## config.mk

```make
export PLATFORM = sky130hd
export DESIGN_NAME = thread_register_file_flat
export DESIGN_NICKNAME = d
export VERILOG_FILES = /design/src/rtl/thread_register_file_if.sv /design/src/rtl/thread_register_file.sv /design/src/flat_wrapper.sv
export SDC_FILE = /design/constraint.sdc
export NUM_CORES = 1
export LEC_CHECK = 0
export CAP_MARGIN = 30
export CELL_PAD_IN_SITES_DETAIL_PLACEMENT = 1
export CELL_PAD_IN_SITES_GLOBAL_PLACEMENT = 2
export CORE_ASPECT_RATIO = 0.75
export CORE_UTILIZATION = 43
export CTS_BUF_LIST = sky130_fd_sc_hd__clkbuf_8
export DETAILED_ROUTE_END_ITERATION = 7
export PLACE_DENSITY_LB_ADDON = 0.1
export SLEW_MARGIN = 10
export SYNTH_ARGS = -nofsm -noshare
export SYNTH_HDL_FRONTEND = slang
export SYNTH_SLANG_ARGS = --single-unit
```

## constraint.sdc

```tcl
create_clock -name clk -period 3.2 [get_ports clk]
set_clock_uncertainty 0.15 [all_clocks]
set_input_delay 0.48 -clock clk [delete_from_list [all_inputs] [get_ports clk]]
set_output_delay 0.48 -clock clk [all_outputs]
set_load 0.05 [all_outputs]
```

## src/rtl/thread_register_file_if.sv

```systemverilog
// Operand/writeback bus between the lane sequencer and one thread register file.
// The master drives the core state, decode fields and writeback sources and
// receives the registered operands; the register file is the slave.
interface thread_register_file_if;
    logic       enable;
    logic [7:0] block_id;
    logic [2:0] core_state;
    logic [3:0] decoded_rd_address;
    logic [3:0] decoded_rs_address;
    logic [3:0] decoded_rt_address;
    logic       decoded_reg_write_enable;
    logic [1:0] decoded_reg_input_mux;
    logic [7:0] decoded_immediate;
    logic [7:0] alu_out;
    logic [7:0] lsu_out;
    logic [7:0] rs;
    logic [7:0] rt;

    modport master (
        output enable,
        output block_id,
        output core_state,
        output decoded_rd_address,
        output decoded_rs_address,
        output decoded_rt_address,
        output decoded_reg_write_enable,
        output decoded_reg_input_mux,
        output decoded_immediate,
        output alu_out,
        output lsu_out,
        input  rs,
        input  rt
    );

    modport slave (
        input  enable,
        input  block_id,
        input  core_state,
        input  decoded_rd_address,
        input  decoded_rs_address,
        input  decoded_rt_address,
        input  decoded_reg_write_enable,
        input  decoded_reg_input_mux,
        input  decoded_immediate,
        input  alu_out,
        input  lsu_out,
        output rs,
        output rt
    );
endinterface

```

## src/rtl/thread_register_file.sv

```systemverilog
// Per-thread register file for one SIMT lane.
// R0-R12 are writable; R13 (%blockIdx) tracks block_id every enabled cycle,
// R14 (%blockDim) and R15 (%threadIdx) are constants fixed at elaboration.
// Operands are captured in REQUEST, writeback happens in UPDATE. The two
// states never coincide, so no write-to-read bypass exists.
//
// core_state | meaning
// IDLE    000 | no block running
// FETCH   001 | instruction fetch
// DECODE  010 | instruction decode
// REQUEST 011 | capture rs/rt operands
// WAIT    100 | waiting on memory
// EXECUTE 101 | ALU evaluates
// UPDATE  110 | write back rd
// DONE    111 | block finished
module thread_register_file #(
    parameter int THREADS_PER_BLOCK = 4,
    parameter int THREAD_ID         = 0,
    parameter int DATA_BITS         = 8
) (
    input logic                   clk,
    input logic                   reset,
    thread_register_file_if.slave bus
);

    typedef enum logic [2:0] {
        CS_IDLE    = 3'b000,
        CS_FETCH   = 3'b001,
        CS_DECODE  = 3'b010,
        CS_REQUEST = 3'b011,
        CS_WAIT    = 3'b100,
        CS_EXECUTE = 3'b101,
        CS_UPDATE  = 3'b110,
        CS_DONE    = 3'b111
    } core_state_t;

    typedef enum logic [1:0] {
        SRC_ARITHMETIC = 2'b00,
        SRC_MEMORY     = 2'b01,
        SRC_CONSTANT   = 2'b10,
        SRC_RESERVED   = 2'b11
    } reg_src_t;

    localparam int NUM_GP = 13;
    localparam logic [3:0] LAST_GP = 4'd12;
    localparam logic [DATA_BITS-1:0] BLOCK_DIM  = DATA_BITS'(THREADS_PER_BLOCK);
    localparam logic [DATA_BITS-1:0] THREAD_IDX = DATA_BITS'(THREAD_ID);

    core_state_t          core_state;
    reg_src_t             reg_src;
    logic [DATA_BITS-1:0] gp_regs [NUM_GP];
    logic [DATA_BITS-1:0] block_idx;
    logic [DATA_BITS-1:0] reg_view [16];
    logic [DATA_BITS-1:0] wr_data;
    logic [DATA_BITS-1:0] rs_q;
    logic [DATA_BITS-1:0] rt_q;
    logic                 capture;
    logic                 wr_fire;

    assign core_state = core_state_t'(bus.core_state);
    assign reg_src    = reg_src_t'(bus.decoded_reg_input_mux);

    assign capture = bus.enable && (core_state == CS_REQUEST);

    // Writes to the special registers and the reserved source are dropped here.
    assign wr_fire = bus.enable
                  && (core_state == CS_UPDATE)
                  && bus.decoded_reg_write_enable
                  && (bus.decoded_rd_address <= LAST_GP)
                  && (reg_src != SRC_RESERVED);

    // Writeback source select; data passes through unmodified.
    always_comb begin
        wr_data = '0;
        unique case (reg_src)
            SRC_ARITHMETIC: wr_data = bus.alu_out;
            SRC_MEMORY:     wr_data = bus.lsu_out;
            SRC_CONSTANT:   wr_data = bus.decoded_immediate;
            default:        wr_data = '0;
        endcase
    end

    // Flat 16-entry view of the architectural registers for the read ports.
    always_comb begin
        for (int i = 0; i < NUM_GP; i++) begin
            reg_view[i] = gp_regs[i];
        end
        reg_view[13] = block_idx;
        reg_view[14] = BLOCK_DIM;
        reg_view[15] = THREAD_IDX;
    end

    // General purpose registers R0-R12.
    always_ff @(posedge clk or negedge reset) begin
        if (!reset) begin
            for (int i = 0; i < NUM_GP; i++) begin
                gp_regs[i] <= '0;
            end
        end else if (wr_fire) begin
            for (int i = 0; i < NUM_GP; i++) begin
                if (bus.decoded_rd_address == 4'(i)) begin
                    gp_regs[i] <= wr_data;
                end
            end
        end
    end

    // %blockIdx follows block_id on every enabled cycle, whatever the core state.
    always_ff @(posedge clk or negedge reset) begin
        if (!reset) begin
            block_idx <= '0;
        end else if (bus.enable) begin
            block_idx <= bus.block_id;
        end
    end

    // Operand capture; rs/rt hold through WAIT/EXECUTE until the next REQUEST.
    always_ff @(posedge clk or negedge reset) begin
        if (!reset) begin
            rs_q <= '0;
            rt_q <= '0;
        end else if (capture) begin
            rs_q <= reg_view[bus.decoded_rs_address];
            rt_q <= reg_view[bus.decoded_rt_address];
        end
    end

    assign bus.rs = rs_q;
    assign bus.rt = rt_q;

endmodule

```

## src/flat_wrapper.sv

```systemverilog
// flat-port wrapper written by rule: the top's interface ports become plain ports
module thread_register_file_flat 
#(
    parameter int THREADS_PER_BLOCK = 4,
    parameter int THREAD_ID         = 0,
    parameter int DATA_BITS         = 8
)
  (clk, reset, bus_enable, bus_block_id, bus_core_state, bus_decoded_rd_address, bus_decoded_rs_address, bus_decoded_rt_address, bus_decoded_reg_write_enable, bus_decoded_reg_input_mux, bus_decoded_immediate, bus_alu_out, bus_lsu_out, bus_rs, bus_rt);
  thread_register_file_if bus_i ();
  input logic clk;
  input logic reset;
  input wire logic [$bits(bus_i.enable)-1:0] bus_enable;
  input wire logic [$bits(bus_i.block_id)-1:0] bus_block_id;
  input wire logic [$bits(bus_i.core_state)-1:0] bus_core_state;
  input wire logic [$bits(bus_i.decoded_rd_address)-1:0] bus_decoded_rd_address;
  input wire logic [$bits(bus_i.decoded_rs_address)-1:0] bus_decoded_rs_address;
  input wire logic [$bits(bus_i.decoded_rt_address)-1:0] bus_decoded_rt_address;
  input wire logic [$bits(bus_i.decoded_reg_write_enable)-1:0] bus_decoded_reg_write_enable;
  input wire logic [$bits(bus_i.decoded_reg_input_mux)-1:0] bus_decoded_reg_input_mux;
  input wire logic [$bits(bus_i.decoded_immediate)-1:0] bus_decoded_immediate;
  input wire logic [$bits(bus_i.alu_out)-1:0] bus_alu_out;
  input wire logic [$bits(bus_i.lsu_out)-1:0] bus_lsu_out;
  output wire logic [$bits(bus_i.rs)-1:0] bus_rs;
  output wire logic [$bits(bus_i.rt)-1:0] bus_rt;
  assign bus_i.enable = bus_enable;
  assign bus_i.block_id = bus_block_id;
  assign bus_i.core_state = bus_core_state;
  assign bus_i.decoded_rd_address = bus_decoded_rd_address;
  assign bus_i.decoded_rs_address = bus_decoded_rs_address;
  assign bus_i.decoded_rt_address = bus_decoded_rt_address;
  assign bus_i.decoded_reg_write_enable = bus_decoded_reg_write_enable;
  assign bus_i.decoded_reg_input_mux = bus_decoded_reg_input_mux;
  assign bus_i.decoded_immediate = bus_decoded_immediate;
  assign bus_i.alu_out = bus_alu_out;
  assign bus_i.lsu_out = bus_lsu_out;
  assign bus_rs = bus_i.rs;
  assign bus_rt = bus_i.rt;
  thread_register_file #(.THREADS_PER_BLOCK(THREADS_PER_BLOCK), .THREAD_ID(THREAD_ID), .DATA_BITS(DATA_BITS)) u_core (.clk(clk), .reset(reset), .bus(bus_i));
endmodule
```

* Yosys cells after proc, flatten, opt, wreduce, memory -nomap -nowiden
Index checks and enable logic that the tools add are counted.
** Storage, ports and cells
- Output and inout port bits :: 16
- Register bits :: 128
- Word-level logic and storage cells :: 65
- Input bits :: 53
** Operators by class
- Muxes and demuxes :: 7
- Bitwise logic cells :: 2
- Order comparisons :: 3
- Eq/ne operators :: 17
- Reductions and logical operators :: 20
** Operators by type and width (count)
- $bmux 8 s4 :: 2
- $mux 8 :: 4
- $reduce_and 2->1 :: 13
- $pmux 8 s3 :: 1
- $eq 4x4->1 const B :: 5
- $eq 4x3->1 const B :: 4
- $ge 5x5->1 const B :: 2
- $not 4->5 :: 2
- $eq 4x2->1 const B :: 2
- $logic_and 1x1->1 :: 5
- $eq 4x1->1 const B :: 1
- $le 4x4->1 const B :: 1
- $logic_not 4->1 :: 1
- $eq 3x2->1 const B :: 1
- $eq 3x3->1 const B :: 1
- $eq 2x1->1 const B :: 1
- $eq 2x2->1 const B :: 1
- $logic_not 2->1 :: 1
- $ne 2x2->1 const B :: 1

* Logic depth before layout (Yosys ltp)
- Word-level depth :: 6
- Mapped depth :: 8
- Mapped depth without buffers :: 4

* Worst setup path before layout
No wires, ideal clock.
- Path type :: input to register
- Start point :: in bus_decoded_reg_input_mux[0]
- End point :: reg u_core.gp_regs[68] in the netlist's numbering
- Path buffers :: 4
- Required time :: 2.917 ns
- Cell stages on the path :: 8
- Data arrival time :: 1.873 ns
- Setup time :: 0.133 ns
- Path slack :: 1.044 ns
- Cell sequence :: buf_2 a21o_4 buf_12 or4_4 buf_6 buf_12 nand2_2 o21ai_2
** Between the ends
- Longest elaborated chain between the ends :: 3
- Elaborated cells on any way between the ends :: 7
- Classes of those cells :: eq/ne (3); mux (1); reduce/logical (3)
** RTL lines
- start, declared :: line flat_wrapper.sv:19 : input wire logic [$bits(bus_i.decoded_reg_input_mux)-1:0] bus_decoded_reg_input_mux;
- $ne 2x2->1 :: line thread_register_file.sv:70 : && (reg_src != SRC_RESERVED);
- $logic_and 1x1->1 :: line thread_register_file.sv:70
- $reduce_and 2->1 (no line)
- end signal, assigned by index :: line thread_register_file.sv:102 : gp_regs[i] <= wr_data;
- end, declared :: line thread_register_file.sv:51 : logic [DATA_BITS-1:0] gp_regs [NUM_GP];
Parallel ways exist; a longest one is shown, timed or not.
A chain may end at the register's enable or synchronous reset.

* Worst setup path in the final report
- Start point :: reg u_core.rs_q[6] (netlist: u_core.bus.rs[6])
- End point :: out bus_rs[6]
** RTL lines
- start, declared :: line thread_register_file.sv:55 : logic [DATA_BITS-1:0] rs_q;
- start signal, assigned :: line thread_register_file.sv:123 : rs_q <= reg_view[bus.decoded_rs_address];
- end, declared :: line flat_wrapper.sv:23 : output wire logic [$bits(bus_i.rs)-1:0] bus_rs;
No word-level cell between the ends.

==> results.tsv <==
metric	value	unit
status	complete, but fails checks	
violations	negative hold slack	
antenna_found_initial	0	
fmax	0.426	GHz
gp_congestion	0.835	
path_max_fanout	2	
cts_setup_buffers	0	
via_count	5139	
rsz0062_at_grt	false	
dp_hpwl	14700	um
cpPeakStageDelay	830	ps
synth-async-reset-ratio	100	%
initial_core_util	44.8	%
synth-edff-count	0	
routed_via_density	5.77	
clock_sinks	128	
coreArea	15500	um2
grt_pass1_wl	32600	um
arrival	1720	ps
clkLatencyLatePin	460	ps
dieHeight	112	um
path_class	flop to output port	
final_cell_mix	dfrtp_1, a21oi_1, nor2_1	
worst_slack	852	ps
clk_pin_slew	80	ps
synthesis.area	6960	um2
synth_cells	606	
p_seq_share	45.6	%
tritoncts	built	
worst_slew_pin_slew	867	ps
max_cap_violations	0	
fin_nets	725	
crit_start	u_core.bus.rs[6]	
dp_worst_setup_slack	440	ps
synth-seq-area-share	46.0	%
synth_area_leader_cell	dfrtp_1	
dr.pass1.iters	4	
ios	69	
overflow	0	
ys_warn_count	0	
postRouteAntennaNets	0	
layout_commonest_cell	dfrtp_1	
postSynthAreaPerCell	11.5	um2
wl_per_cell	22.9	um
path_cells	clkdlybuf4s50_1	
synth.net_count	659	
clockBufferDepth	2	
regArea	3200	um2
post_cts_resized	0	
crit_family	buffers and inverters	
hold_viol_final	23	
setup_tns	0	ps
synth-seq-cells	128	
holdBufCountCts	0	
die_area	16700	um2
grt_start_max_net_pins	66	
root_buffer	clkbuf_8	
critPathBufInv	1	
drive_gt1_share	25.4	%
min_path_type	primary input to async pin	
timing.rr.start	u_core.gp_regs[50]	
drtIter0Drc	306	
diodes	0	
hold_slack	-35.2	ps
syn_to_final_growth	18.0	%
cts_made_buffers	17	
grt_pass1_vias	5630	
wl	20400	um
rows	39	
critical-path-slowest-cell	clkdlybuf4s50_1	
multi_input_area	3400	um2
leakage	3.49	nW
p_int	2.80	mW
fill_cells	1654	
chipWidth	149	um
switchingPower	1.22	mW
sw_frac_of_total	30.4	%
cts_max_level	4	
combPwrFrac	19.5	%
end_kind	output port	
startpoint_type	flop	
power_density	490	nW/um2
drc	0	
setup_viol	0	
final_util	52.9	%
p_total	4.02	mW
synthDistinctLibCells	36	
cp.required	2570	ps
portBuffers	68	
max_slew_margin	42.2	%
finalMaxSlewViolations	0	
yosys-top-cells-area	dfrtp_1, mux4_2, mux2i_1	
post-route-period-util	73.4	%
peakVddDrop	0.000280	V
post-route-min-period	2350	ps
power_frac_clock	35.0	%
synth_top_area_share	46.0	%
ys.flop_type	dfrtp_1	
grt_util_all_layers	26.7	%
## power groups by stage
stage / clock, mW / sequential, mW / combinational (mW)
after global placement: 0 / 1.85 / 0.771
final: 1.41 / 1.83 / 0.783
after global routing: 1.51 / 1.85 / 0.841
after floorplan: 0 / 1.97 / 0.339
after detailed placement: 0 / 1.86 / 0.790
after CTS: 1.43 / 1.83 / 0.793
## flip-flops by register name (all words and copies together), names as in the netlist
register,cells
u_core.block_idx,8
u_core.gp_regs,104
u_core.bus.rt,8
u_core.bus.rs,8
## cell families (layout without fill, tap and decap cells)
kind of cell | count (synthesis) | count (layout) | synth area share (%)
simple gates | 164 | 164 | 12.2
compound gates | 160 | 160 | 14.1
flops | 128 | 128 | 46.0
mux | 97 | 97 | 22.6
buf+inv | 57 | 136 | 5.07
## worst reg2reg max path: stages (launching register included)
cell     delay [ps]
dfrtp_1         410
mux4_2          470
mux4_2          470
mux2_2          270
## final cells by class
class	count	area share, %
Inverter	2	0.0914
Multi-Input combinational cell	421	41.4
Sequential cell	128	39.0
Tap cell	205	3.12
Clock buffer	20	3.35
Timing Repair Buffer	102	11.5
Clock inverter	12	1.45
## path summary, 6_finish.rpt
check / endpoint / slack [ps] / depth (start not counted)
max: bus_rs[6] / 850 / 1
min: u_core.block_idx[4] / -40 / 1
max reg2reg: u_core.bus.rs[2] / 1320 / 3
min reg2reg: u_core.gp_regs[75] / 360 / 2
max in group asynchronous: u_core.gp_regs[10] / 2110 / 2
min in group clk: u_core.gp_regs[75] / 360 / 2
## through the flow
stage / std cells / cell area (um2)
6_report: 890 / 8210
5_1_grt: 890 / 8210
4_1_cts: 890 / 8210
3_5_place_dp: 858 / 7820
3_3_place_gp: 858 / 7820
2_1_floorplan: 606 / 6960
## metal layers
| metal | up-vias | global-route usage [%] | part of all wire [%] |
|---|---|---|---|
| li1 | 2351 | - | - |
| met1 | 2656 | 36.9 | 45 |
| met2 | 117 | 42.3 | 48 |
| met3 | 15 | 5.41 | 5.7 |
| met4 | 0 | 8.78 | 1.2 |
| met5 | - | 0 | 0 |
## cells in the mapped netlist, types with 6 or more instances
library cell  count
dfrtp_1         128
a21oi_1          70
nor2_1           66
nand2_1          53
mux4_2           47
mux2i_1          40
o21ai_0          35
o21ai_2          28
buf_2            23
clkbuf_1         17
mux2_2           10
nand2_2           9
o211ai_1          8
nand2b_1          7
nor2b_1           7
o22ai_1           7
a221oi_1          6
buf_6             6
nor4_4            6
Note: power is estimated with default switching activity, not from simulation.
